**src/rtl/mem_port_arbiter.sv**
```systemverilog
`default_nettype none
// ============================================================================
// Module   : mem_port_arbiter
// Purpose  : Arbitrates the ideal memory's shared data port between the CPU
//            data interface and the host AXI-Lite interface. Each requester
//            has a valid/ready request channel and a registered one-cycle
//            response pulse. The CPU wins by default; a starvation limiter
//            forces a host grant after MAX_WAIT consecutive denials.
// Revision : 1.0 - initial release
// ============================================================================
module mem_port_arbiter #(
  parameter int ADDR_WIDTH = 11,
  parameter int MAX_WAIT   = 8,
  parameter int CNT_WIDTH  = 32
) (
  input  logic                  mips_cpu_clk,
  input  logic                  mips_cpu_resetn,
  input  logic                  cpu_req_valid,
  input  logic                  cpu_req_wr,
  input  logic [ADDR_WIDTH-3:0] cpu_req_addr,
  input  logic [31:0]           cpu_req_wdata,
  output logic                  cpu_req_ready,
  output logic                  cpu_resp_valid,
  output logic [31:0]           cpu_resp_data,
  input  logic                  host_req_valid,
  input  logic                  host_req_wr,
  input  logic [ADDR_WIDTH-3:0] host_req_addr,
  input  logic [31:0]           host_req_wdata,
  output logic                  host_req_ready,
  output logic                  host_resp_valid,
  output logic [31:0]           host_resp_data,
  output logic [ADDR_WIDTH-3:0] mem_raddr,
  output logic                  mem_rden,
  input  logic [31:0]           mem_rdata,
  output logic [ADDR_WIDTH-3:0] mem_waddr,
  output logic                  mem_wren,
  output logic [31:0]           mem_wdata,
  output logic [CNT_WIDTH-1:0]  contention_cnt
);

  // host_wait only has to count up to MAX_WAIT-1
  localparam int c_WAIT_W = (MAX_WAIT > 1) ? $clog2(MAX_WAIT) : 1;
  localparam logic [c_WAIT_W-1:0] c_WAIT_LAST = c_WAIT_W'(MAX_WAIT - 1);

  typedef enum logic [0:0] {
    c_CPU_PRI  = 1'b0,
    c_HOST_PRI = 1'b1
  } state_t;

  state_t                r_state;
  logic [c_WAIT_W-1:0]   r_host_wait;
  logic                  r_cpu_resp_valid;
  logic [31:0]           r_cpu_resp_data;
  logic                  r_host_resp_valid;
  logic [31:0]           r_host_resp_data;
  logic [CNT_WIDTH-1:0]  r_contention_cnt;
  logic                  w_cpu_gnt;
  logic                  w_host_gnt;

  // Grants depend only on the valids and the priority state; reset masks both
  assign w_cpu_gnt  = mips_cpu_resetn && cpu_req_valid &&
                      ((r_state == c_CPU_PRI) || !host_req_valid);
  assign w_host_gnt = mips_cpu_resetn && host_req_valid &&
                      ((r_state == c_HOST_PRI) || !cpu_req_valid);

  assign cpu_req_ready  = w_cpu_gnt;
  assign host_req_ready = w_host_gnt;

  // A response still pending when reset is asserted is suppressed immediately
  assign cpu_resp_valid  = mips_cpu_resetn && r_cpu_resp_valid;
  assign cpu_resp_data   = mips_cpu_resetn ? r_cpu_resp_data : 32'h0;
  assign host_resp_valid = mips_cpu_resetn && r_host_resp_valid;
  assign host_resp_data  = mips_cpu_resetn ? r_host_resp_data : 32'h0;
  assign contention_cnt  = r_contention_cnt;

  // Drive the memory port from the granted requester in the transfer cycle only
  always_comb begin
    mem_rden  = 1'b0;
    mem_raddr = '0;
    mem_wren  = 1'b0;
    mem_waddr = '0;
    mem_wdata = 32'h0;
    if (w_cpu_gnt) begin
      if (cpu_req_wr) begin
        mem_wren  = 1'b1;
        mem_waddr = cpu_req_addr;
        mem_wdata = cpu_req_wdata;
      end else begin
        mem_rden  = 1'b1;
        mem_raddr = cpu_req_addr;
      end
    end else if (w_host_gnt) begin
      if (host_req_wr) begin
        mem_wren  = 1'b1;
        mem_waddr = host_req_addr;
        mem_wdata = host_req_wdata;
      end else begin
        mem_rden  = 1'b1;
        mem_raddr = host_req_addr;
      end
    end
  end

  // Register one-cycle response pulses; read data captured in the transfer cycle
  always_ff @(posedge mips_cpu_clk) begin
    if (!mips_cpu_resetn) begin
      r_cpu_resp_valid  <= 1'b0;
      r_cpu_resp_data   <= 32'h0;
      r_host_resp_valid <= 1'b0;
      r_host_resp_data  <= 32'h0;
    end else begin
      r_cpu_resp_valid  <= w_cpu_gnt;
      r_cpu_resp_data   <= (w_cpu_gnt && !cpu_req_wr) ? mem_rdata : 32'h0;
      r_host_resp_valid <= w_host_gnt;
      r_host_resp_data  <= (w_host_gnt && !host_req_wr) ? mem_rdata : 32'h0;
    end
  end

  // Priority FSM with starvation limiter for the host
  always_ff @(posedge mips_cpu_clk) begin
    if (!mips_cpu_resetn) begin
      r_state     <= c_CPU_PRI;
      r_host_wait <= '0;
    end else begin
      case (r_state)
        c_CPU_PRI: begin
          if (host_req_valid && !w_host_gnt) begin
            if (r_host_wait == c_WAIT_LAST) begin
              r_state     <= c_HOST_PRI;
              r_host_wait <= '0;
            end else begin
              r_host_wait <= r_host_wait + c_WAIT_W'(1);
            end
          end else begin
            r_host_wait <= '0;
          end
        end
        c_HOST_PRI: begin
          r_host_wait <= '0;
          if (w_host_gnt || !host_req_valid) begin
            r_state <= c_CPU_PRI;
          end
        end
        default: begin
          r_state     <= c_CPU_PRI;
          r_host_wait <= '0;
        end
      endcase
    end
  end

  // Saturating count of cycles in which both requesters are asking
  always_ff @(posedge mips_cpu_clk) begin
    if (!mips_cpu_resetn) begin
      r_contention_cnt <= '0;
    end else if (cpu_req_valid && host_req_valid && (r_contention_cnt != '1)) begin
      r_contention_cnt <= r_contention_cnt + CNT_WIDTH'(1);
    end
  end

endmodule
`default_nettype wire

```
**config.mk**
```make
export PLATFORM = sky130hd
export DESIGN_NAME = mem_port_arbiter
export DESIGN_NICKNAME = d
export VERILOG_FILES = /design/src/rtl/mem_port_arbiter.sv
export SDC_FILE = /design/constraint.sdc
export NUM_CORES = 1
export LEC_CHECK = 0
export ABC_AREA = 1
export BUFFER_PORTS_ARGS = -buffer_cell sky130_fd_sc_hd__buf_4
export CAP_MARGIN = 20
export CORE_AREA = 4 4 120 122
export CTS_CLUSTER_DIAMETER = 200
export CTS_CLUSTER_SIZE = 14
export DETAILED_ROUTE_END_ITERATION = 10
export DIE_AREA = 0 0 124 126
export GPL_TIMING_DRIVEN = 0
export PLACE_DENSITY = 0.74
export SLEW_MARGIN = 10
export SYNTH_ARGS = -nofsm -noshare
export SYNTH_HDL_FRONTEND = slang
export SYNTH_SLANG_ARGS = --single-unit
```
**constraint.sdc**
```tcl
create_clock -name mips_cpu_clk -period 2.2 [get_ports mips_cpu_clk]
set_input_delay 0.66 -clock mips_cpu_clk [delete_from_list [all_inputs] [get_ports mips_cpu_clk]]
set_output_delay 0.66 -clock mips_cpu_clk [all_outputs]
set_load 0.1 [all_outputs]
```
==> flow_metrics.env, run 1 <==
export IMPL_min_path_cells=1
export IMPL_timing_slew_headroom=0.650
export IMPL_finalNonFillerCells=1305
export IMPL_ir_drop_v=0.000341
export IMPL_firstDrtPassIters=5
export IMPL_dieWidth_um=124
export IMPL_fillers=917
export IMPL_grt_pass1_vias=6365
export IMPL_endpoint_kind="output pin"
export IMPL_setup_viol=113
export IMPL_num_antenna_cells=0
export IMPL_p_comb_frac=0.284
export IMPL_cts_root_buf="clkbuf_16"
export IMPL_drive_above_1_share=0.489
export IMPL_p_leak_nw=4.35
export IMPL_synth_avg_cell_area_sq_um=6.33
export IMPL_cts_tree="done"
export IMPL_synth_compound_area_frac=0.0540
export IMPL_cts_made_buffers=9
export IMPL_synthDistinctLibCells=33
export IMPL_maxCapViolCount=0
export IMPL_tightest_slew_ns=0.524
export IMPL_seq_power_share=0.396
export IMPL_grt_first_pass_wirelength_mm=34.5
export IMPL_htree_num_levels=3
export IMPL_synth_top_family_by_area="simple AND/OR/NAND/NOR gates"
export IMPL_r2r_cells=8
export IMPL_syn_cell_area_sq_um=5240
export IMPL_skew_ns=0.00772
export IMPL_hp_class="reg -> reg"
export IMPL_vias=6490
export IMPL_post_route_util=0.777
export IMPL_synthXorXnorAreaFrac=0.00334
export IMPL_ff2ff_setup_slack_ns=0.44
export IMPL_clock_sinks=102
export IMPL_die_y_um=126
export IMPL_yosys_area_share_simple=0.397
export IMPL_synthToLayoutAreaGrowth_pct=95.5
export IMPL_synthArstFlopShare=0
export IMPL_clkTransAtPathRegs_ns=0.07
export IMPL_switchingPower_mw=1.62
export IMPL_path_class="in -> out"
export IMPL_grt_antenna_before_repair=0
export IMPL_internal_power_mw=3.16
export IMPL_rsz0062_at_grt="yes"
export IMPL_hold_viol=0
export IMPL_start_util=0.397
export IMPL_hold_end="r_host_wait[0]"
export IMPL_syn_inst=828
export IMPL_io_buffers=268
export IMPL_r2r_end="contention_cnt[2]"
export IMPL_start_kind="input pin"
export IMPL_gp_congestion=0.941
export IMPL_overflow=0
export IMPL_worstPathRequired_ns=1.54
export IMPL_vias_per_cell=4.97
export IMPL_reg2reg_from="contention_cnt[11]"
export IMPL_status="finished with violations"
export IMPL_drc=0
export IMPL_cp_max_fo=8
export IMPL_clkPwrFrac=0.320
export IMPL_core_area_sq_um=13200
export IMPL_worst_slack_ns=-0.243
export IMPL_yosys_area_share_adder=0.00716
export IMPL_ys_flop_type="dfxtp_1"
export IMPL_grt_max_degree=19
export IMPL_power_density_nw_per_um2=467
export IMPL_die_area_sq_um=15600
export IMPL_routed_wl_mm=23.1
export IMPL_track_usage=0.284
export IMPL_syn_num_nets=951
export IMPL_dp_hpwl_mm=15.4
export IMPL_ant_nets=0
export IMPL_ys_seq_area_frac=0.390
export IMPL_place_area_sq_um=8520
export IMPL_fin_hold_ws_ns=0.425
export IMPL_fp_row_count=42
export IMPL_fmax_ghz=0.409
export IMPL_synth_edf_count=0
export IMPL_critical_path_arrival_ns=1.78
export IMPL_synthMuxAreaShare=0
export IMPL_ys_ff_latch=102
export IMPL_fin_area_sq_um=10200
export IMPL_p_total_mw=4.78
export IMPL_violations="setup timing"
export IMPL_fin_nets=1247
export IMPL_hp_start="r_host_wait[0]"
export IMPL_drt_first_iter_violations=464
export IMPL_p_sw_frac=0.339
export IMPL_clk_path_buf_depth=2
export IMPL_yosys_warnings=0
export IMPL_clkLatencyLatePin_ns=0.34
export IMPL_post_route_min_period_ns=2.44
export IMPL_slew_violations=0
export IMPL_wire_per_inst_um=17.7
export IMPL_dp_cells=1272
export IMPL_boundaryPins=272
export IMPL_post_route_period_util=1.11
==> sequential cells by signal, summed over array words and instances, names as in the netlist <==
| register | flops |
|---|---|
| r_host_resp_data | 32 |
| contention_cnt | 32 |
| r_cpu_resp_valid | 1 |
| r_host_resp_valid | 1 |
| r_state | 1 |
| r_cpu_resp_data | 32 |
| r_host_wait | 3 |
==> worst max path at each step <==
stage,start,end,slack [ns],cells past startpoint
final,mips_cpu_resetn,mem_raddr[5],-0.24,8
after global routing,mips_cpu_resetn,mem_wdata[6],-0.28,8
after CTS,mips_cpu_resetn,mem_raddr[5],-0.19,8
after detailed placement,host_req_valid,mem_raddr[1],-0.52,7
after global placement,host_req_valid,mem_raddr[1],-0.51,7
after floorplan,mips_cpu_resetn,mem_raddr[1],-0.43,6
==> placed cells by master (no fill, tap or decap), types with 4 or more instances in the layout <==
master and n:
nand3_1 65, buf_4 156, inv_1 92, clkinvlp_4 68, dfxtp_1 98, nand3_4 10, buf_12 56, a21oi_1 23
dfxtp_2 4, clkbuf_8 4, buf_2 8, clkbuf_16 13, nand2_1 133, o22ai_4 18, nor2_2 6, nand3_2 25
nand4_1 7, nor2_1 138, buf_6 78, nand2_2 34, nand2_8 4, nor2_4 5, buf_8 7, nand2_4 38
clkbuf_1 4, nor3_1 4
==> through the flow <==
stage	setup TNS, ns	setup slack (ns)
detailed placement	-32.63	-0.515
global placement	-32.34	-0.508
floorplan	-18.99	-0.433
CTS	-13.85	-0.193
global route	-19.77	-0.280
finish	-14.77	-0.243
==> power groups by stage <==
stage               registers, mW  logic [mW]  clock network (mW)
floorplan                    1.96       0.753                   0
global placement             1.94        1.10                   0
detailed placement           1.94        1.11                   0
CTS                          1.89        1.31                1.56
global route                 1.90        1.41                1.64
finish                       1.89        1.36                1.53
==> metal layers <==
metal	GRT usage	wire, um	vias to the layer above
met2	0.488	11800	306
met3	0.0484	1560	75
met5	0	0	-
met4	0.164	1290	0
met1	0.328	8420	3001
li1	-	-	3108
==> synth_stat cells, drive strengths merged, types with 3 or more instances <==
library cell | n | share of area
a21oi | 25 | 0.028
buf | 19 | 0.021
clkbuf | 18 | 0.013
dfxtp | 102 | 0.39
ha | 3 | 0.0072
inv | 159 | 0.11
nand2 | 209 | 0.16
nand3 | 100 | 0.097
nand3b | 4 | 0.0064
nand4 | 7 | 0.0084
nor2 | 149 | 0.12
nor3 | 6 | 0.0088
o22ai | 18 | 0.021
==> critical path: stages <==
cell and delay [ns]:
clkbuf_16 0.12, nand2_4 0.05, a21oi_4 0.13, buf_12 0.16, nand2_8 0.08, buf_12 0.16
o22ai_4 0.19, buf_12 0.20
==> area by class of cell <==
class / instances / area (sq um) / area share
buffer: 36 / 387 / 0.0377
clock buffer: 10 / 229 / 0.0223
clock inverter: 6 / 52.6 / 0.00513
inverter: 160 / 850 / 0.0829
multi-input combinational: 529 / 3310 / 0.323
sequential: 102 / 2050 / 0.200
tap: 176 / 220 / 0.0215
timing repair buffer: 286 / 3150 / 0.308
==> repair_timing <==
| action | in CTS | in global routing |
|---|---|---|
| hold endpoints to repair | 0 | 0 |
| gates resized for setup | 281 | 19 |
| hold buffers | 0 | 0 |
| setup endpoints to repair | 120 | 118 |
| pin swaps | 14 | 10 |
| buffers inserted | 14 | 3 |
| cloned | 1 | 0 |
==> kinds of logic (layout without fill, tap and decap cells) <==
logic type      count (synthesis)  in the layout
simple gates                  477            477
buf+inv                       197            498
flops                         102            102
compound gates                 47             47
fa+ha+maj                       3              3
xor+xnor                        2              2
No activity file was read; power rests on OpenSTA's default activity.
==> run 2, diff against run 1 <==
PLACE_DENSITY = 0.71   (was 0.74)
clock period = 2.75 ns   (was 2.2 ns; I/O delays follow)
==> flow_metrics.env, run 2 (synthesis results as in run 1) <==
export IMPL_status="complete, no violations"
export IMPL_final_common_cell="buf_4"
export IMPL_drt_first_iter_violations=298
export IMPL_gr_usage_met3=0.0637
export IMPL_grt_pass1_vias=5841
export IMPL_place_area_sq_um=8280
export IMPL_drive_above_1_share=0.433
export IMPL_die_area_sq_um=15600
export IMPL_final_seq_area_sq_um=2040
export IMPL_die_y_um=126
export IMPL_rsz0062_at_grt="yes"
export IMPL_pre_cts_slack_ns=-0.502
export IMPL_endpoint_kind="output pin"
export IMPL_min_path_cells=1
export IMPL_grt_antenna_before_repair=0
export IMPL_io_buffers=268
export IMPL_track_usage=0.250
export IMPL_clkTransAtPathRegs_ns=0.07
export IMPL_worst_slack_ns=0.00199
export IMPL_worstPathRequired_ns=1.93
export IMPL_routed_wl_mm=20.1
export IMPL_htree_num_levels=3
export IMPL_hp_class="reg -> reg"
export IMPL_cts_tree="done"
export IMPL_final_cell_mix="buf_4 (169), nand2_1 (161), nor2_1 (138)"
export IMPL_hold_end="r_host_wait[0]"
export IMPL_internal_power_mw=2.48
export IMPL_switchingPower_mw=1.23
export IMPL_tightest_slew_ns=0.515
export IMPL_hold_viol=0
export IMPL_fp_row_count=42
export IMPL_drc=0
export IMPL_reg2reg_from="contention_cnt[0]"
export IMPL_slew_violations=0
export IMPL_holdBufCountCts=0
export IMPL_ant_nets=0
export IMPL_timing_slew_headroom=0.657
export IMPL_multi_input_area_sq_um=3070
export IMPL_tns_ns=0
export IMPL_post_route_period_util=0.999
export IMPL_p_leak_nw=4.25
export IMPL_synthToLayoutAreaGrowth_pct=84.7
export IMPL_clkPwrFrac=0.325
export IMPL_ir_drop_v=0.000423
export IMPL_cp_max_fo=10
export IMPL_vias_per_cell=4.68
export IMPL_firstDrtPassIters=4
export IMPL_post_route_min_period_ns=2.75
export IMPL_overflow=0
export IMPL_critical_path_arrival_ns=1.92
export IMPL_num_antenna_cells=0
export IMPL_power_density_nw_per_um2=384
export IMPL_grt_use_met1=0.288
export IMPL_maxCapViolCount=0
export IMPL_busiest_layer="met2"
export IMPL_met2_usage=0.441
export IMPL_grt_max_degree=19
export IMPL_r2r_cells=9
export IMPL_path_class="in -> out"
export IMPL_r2r_end="contention_cnt[6]"
export IMPL_wire_per_inst_um=15.4
export IMPL_skew_ns=0.0102
export IMPL_fin_area_sq_um=9680
export IMPL_core_area_sq_um=13200
export IMPL_start_util=0.397
export IMPL_fillers=1049
export IMPL_start_kind="input pin"
export IMPL_p_sw_frac=0.332
export IMPL_cts_root_buf="clkbuf_16"
export IMPL_dieWidth_um=124
export IMPL_hp_start="r_host_wait[0]"
export IMPL_dp_hpwl_mm=15.4
export IMPL_grt_first_pass_wirelength_mm=30.6
export IMPL_cts_made_buffers=9
export IMPL_ff2ff_setup_slack_ns=0.98
export IMPL_p_comb_frac=0.268
export IMPL_clock_sinks=102
export IMPL_vias=6094
export IMPL_seq_power_share=0.407
export IMPL_boundaryPins=272
export IMPL_fin_nets=1244
export IMPL_setup_viol=0
export IMPL_fmax_ghz=0.364
export IMPL_clkLatencyLatePin_ns=0.35
export IMPL_gp_congestion=0.885
export IMPL_clk_path_buf_depth=2
[run 2: changes by cell type in the layout (fill, tap and decap cells not counted), sizes merged]
cell | previous run | this run
clkbuf | 26 | 29
inv | 97 | 103
clkinvlp | 68 | 62
buf | 306 | 300
[run 2: worst max-delay path: stages]
cell       delay (ns)
clkbuf_16        0.13
nand2_8          0.05
a21oi_4          0.12
buf_12           0.15
buf_4            0.17
nand3_1          0.15
nand2_4          0.11
buf_8            0.20
[run 2: final cells by class]
| class | instances | area share |
|---|---|---|
| clock buffer | 10 | 0.0237 |
| timing repair buffer | 282 | 0.302 |
| multi-input combinational | 529 | 0.317 |
| tap | 176 | 0.0227 |
| clock inverter | 6 | 0.00517 |
| buffer | 37 | 0.0332 |
| inverter | 160 | 0.0854 |
| sequential | 102 | 0.211 |
[run 2: repair_timing]
action                                  4_1_cts  5_1_grt
cloned                                        0        1
endpoints found under the setup margin      111      109
pin swaps                                     2        7
buffers inserted                              9        4
hold endpoints to repair                      0        0
resized for setup                           183       62
[run 2: worst max path at each step]
stage | startpoint | slack [ns] | cells past startpoint | to
3_3_place_gp | mips_cpu_resetn | -0.54 | 6 | cpu_resp_data[10]
2_1_floorplan | mips_cpu_resetn | -0.20 | 6 | mem_raddr[1]
3_5_place_dp | mips_cpu_resetn | -0.50 | 6 | cpu_resp_data[26]
6_report | mips_cpu_resetn | 0.002 | 8 | mem_wdata[21]
5_1_grt | mips_cpu_resetn | -0.03 | 8 | mem_raddr[7]
4_1_cts | host_req_valid | -0.03 | 9 | mem_wdata[22]
[run 2: power groups by stage]
stage | Clock (mW) | Combinational, mW | Sequential [mW]
2_1_floorplan | 0 | 0.575 | 1.57
3_3_place_gp | 0 | 0.856 | 1.55
3_5_place_dp | 0 | 0.860 | 1.55
4_1_cts | 1.23 | 0.946 | 1.51
5_1_grt | 1.29 | 1.04 | 1.51
6_report | 1.21 | 0.996 | 1.51
[run 2: stage by stage]
stage / cells / util / hold WS (ns) / total power [mW]
final: 1302 / 0.734 / 0.427 / 3.71
after global routing: 1302 / 0.734 / 0.489 / 3.85
after CTS: 1297 / 0.707 / 0.427 / 3.69
after detailed placement: 1272 / 0.627 / 0.412 / 2.41
after global placement: 1272 / 0.627 / 0.409 / 2.40
after floorplan: 828 / - / 0.399 / 2.14
[run 2: metal layers]
layer	wire, um	part of all wire	up-vias
li1	-	-	3098
met1	7460	0.37	2747
met2	10500	0.52	214
met3	1450	0.072	35
met4	654	0.033	0
met5	0	0	-
==> run 3, diff against run 2 <==
ABC_AREA = 0   (was 1)
CORE_AREA = 4 4 114 116   (was 4 4 120 122)
DIE_AREA = 0 0 118 120   (was 0 0 124 126)
PLACE_DENSITY = 0.73   (was 0.71)
==> flow_metrics.env, run 3 <==
export IMPL_wire_per_inst_um=21.2
export IMPL_overflow=0
export IMPL_place_area_sq_um=7790
export IMPL_ir_drop_v=0.000419
export IMPL_grt_antenna_before_repair=0
export IMPL_die_y_um=120
export IMPL_pre_cts_slack_ns=-0.729
export IMPL_synth_top_area_frac=0.436
export IMPL_dieWidth_um=118
export IMPL_num_antenna_cells=0
export IMPL_timing_slew_headroom=0.686
export IMPL_cp_num_buf_inv=3
export IMPL_syn_num_nets=626
export IMPL_core_area_sq_um=11900
export IMPL_firstDrtPassIters=4
export IMPL_hp_class="reg -> reg"
export IMPL_fin_hold_ws_ns=0.424
export IMPL_grt_pass1_vias=5376
export IMPL_slew_violations=0
export IMPL_fin_nets=922
export IMPL_synth_edf_count=0
export IMPL_post_route_period_util=1.01
export IMPL_r2r_cells=8
export IMPL_cp_max_fo=5
export IMPL_routed_wl_mm=20.2
export IMPL_hold_viol=0
export IMPL_drive_above_1_share=0.576
export IMPL_grt_first_pass_wirelength_mm=30.5
export IMPL_synthToLayoutAreaGrowth_pct=98.3
export IMPL_grt_max_degree=18
export IMPL_power_density_nw_per_um2=401
export IMPL_clock_sinks=102
export IMPL_tightest_slew_ns=0.471
export IMPL_tns_ns=-0.0549
export IMPL_cts_tree="done"
export IMPL_ant_nets=0
export IMPL_rsz0062_at_grt="yes"
export IMPL_crit_slowest_cell="and2_2"
export IMPL_maxCapViolCount=0
export IMPL_status="finished with violations"
export IMPL_track_usage=0.272
export IMPL_cts_made_buffers=9
export IMPL_vias_per_cell=5.29
export IMPL_boundaryPins=272
export IMPL_synthTopCellsByArea="dfxtp_1 (44%), and2_1 (19%), a22o_1 (9.4%)"
export IMPL_crit_family="buffers and inverters"
export IMPL_reg2reg_from="contention_cnt[0]"
export IMPL_critical_path_arrival_ns=1.95
export IMPL_dp_hpwl_mm=13.6
export IMPL_ff2ff_setup_slack_ns=0.52
export IMPL_p_leak_nw=4.19
export IMPL_io_buffers=271
export IMPL_ys_top_cells_by_count="and2_1 (140), dfxtp_1 (102), a22o_1 (50)"
export IMPL_violations="setup timing"
export IMPL_r2r_end="contention_cnt[7]"
export IMPL_worstPathRequired_ns=1.93
export IMPL_start_kind="input pin"
export IMPL_path_class="in -> out"
export IMPL_post_route_min_period_ns=2.77
export IMPL_syn_cell_area_sq_um=4680
export IMPL_yosysMostFrequentCell="and2_1"
export IMPL_fmax_ghz=0.361
export IMPL_p_total_mw=3.72
export IMPL_syn_inst=503
export IMPL_cp_cell_sequence="buf_12 > nand2_8 > a21oi_4 > and2_2 > clkbuf_8 > a22o_4 > buf_12"
export IMPL_gp_congestion=0.919
export IMPL_worst_slack_ns=-0.0225
export IMPL_final_cell_mix="buf_4 (170), dfxtp_1 (101), and2_1 (72)"
export IMPL_synth_avg_cell_area_sq_um=9.30
export IMPL_drc=0
export IMPL_synthArstFlopShare=0
export IMPL_ys_ff_latch=102
export IMPL_fp_row_count=40
export IMPL_vias=5032
export IMPL_die_area_sq_um=14200
export IMPL_ys_flop_type="dfxtp_1"
export IMPL_hp_start="r_host_wait[0]"
export IMPL_clk_path_buf_depth=2
export IMPL_crit_top_cell="buf_12"
export IMPL_yosysTopAreaCell="dfxtp_1"
export IMPL_clkLatencyLatePin_ns=0.35
export IMPL_cts_root_buf="clkbuf_16"
export IMPL_critPathMaxStageDelay_ns=0.26
export IMPL_drt_first_iter_violations=285
export IMPL_endpoint_kind="output pin"
export IMPL_hold_end="r_host_wait[0]"
export IMPL_clkTransAtPathRegs_ns=0.07
export IMPL_yosys_warnings=0
export IMPL_start_util=0.393
export IMPL_skew_ns=0.00680
export IMPL_synthDistinctLibCells=41
export IMPL_ys_seq_area_frac=0.436
export IMPL_fin_area_sq_um=9280
export IMPL_final_common_cell="buf_4"
export IMPL_setup_viol=7
export IMPL_min_path_cells=1
export IMPL_htree_num_levels=3
export IMPL_fillers=708
run 3: layout make-up:
class                      count  area (sq um)  area share
sequential                   102          2040       0.220
tap                          147           184      0.0198
clock inverter                 6          46.3     0.00499
multi-input combinational    360          3130       0.337
buffer                        34           415      0.0448
timing repair buffer         285          3190       0.344
clock buffer                  10           239      0.0258
inverter                       7          26.3     0.00283
run 3: logic make-up (layout without fill, tap and decap cells):
family	Yosys count	in the layout	share of synthesized area
compound gates	94	94	0.158
xor+xnor	5	5	0.00936
simple gates	249	251	0.332
mux	7	7	0.0150
flops	102	102	0.436
fa+ha+maj	3	3	0.00802
buf+inv	43	342	0.0412
run 3: worst max path at each step:
stage,startpoint,depth (start not counted),end
after floorplan,host_req_valid,6,mem_waddr[0]
after global placement,mips_cpu_resetn,6,host_resp_data[8]
after detailed placement,mips_cpu_resetn,6,cpu_resp_data[0]
after CTS,host_req_valid,7,mem_waddr[0]
after global routing,mips_cpu_resetn,7,mem_wdata[22]
final,mips_cpu_resetn,7,mem_wdata[16]
run 3: per-layer routing:
| layer | up-vias | wire, um | track usage |
|---|---|---|---|
| met2 | 178 | 10400 | 0.475 |
| li1 | 2356 | - | - |
| met3 | 37 | 1550 | 0.0966 |
| met4 | 0 | 512 | 0.0901 |
| met1 | 2461 | 7720 | 0.310 |
| met5 | - | 0 | 0 |
run 3: metrics by stage:
stage          utilization  instances
6_report             0.779        951
5_1_grt              0.779        951
4_1_cts              0.769        950
3_5_place_dp         0.654        921
3_3_place_gp         0.654        921
2_1_floorplan            -        503
run 3: timing repair:
action | 4_1_cts | 5_1_grt
setup endpoints to repair | 118 | 102
setup buffers | 5 | 1
pin swaps | 2 | 2
cloned | 10 | 0
endpoints found under the hold margin | 0 | 0
hold buffers | 0 | 0
gates resized for setup | 235 | 35
run 3: power breakdown:
group          leakage (nW)  switching [mW]  internal, mW
logic                  3.23           0.583         0.408
registers             0.827         0.00919          1.50
clock network         0.135           0.581         0.644
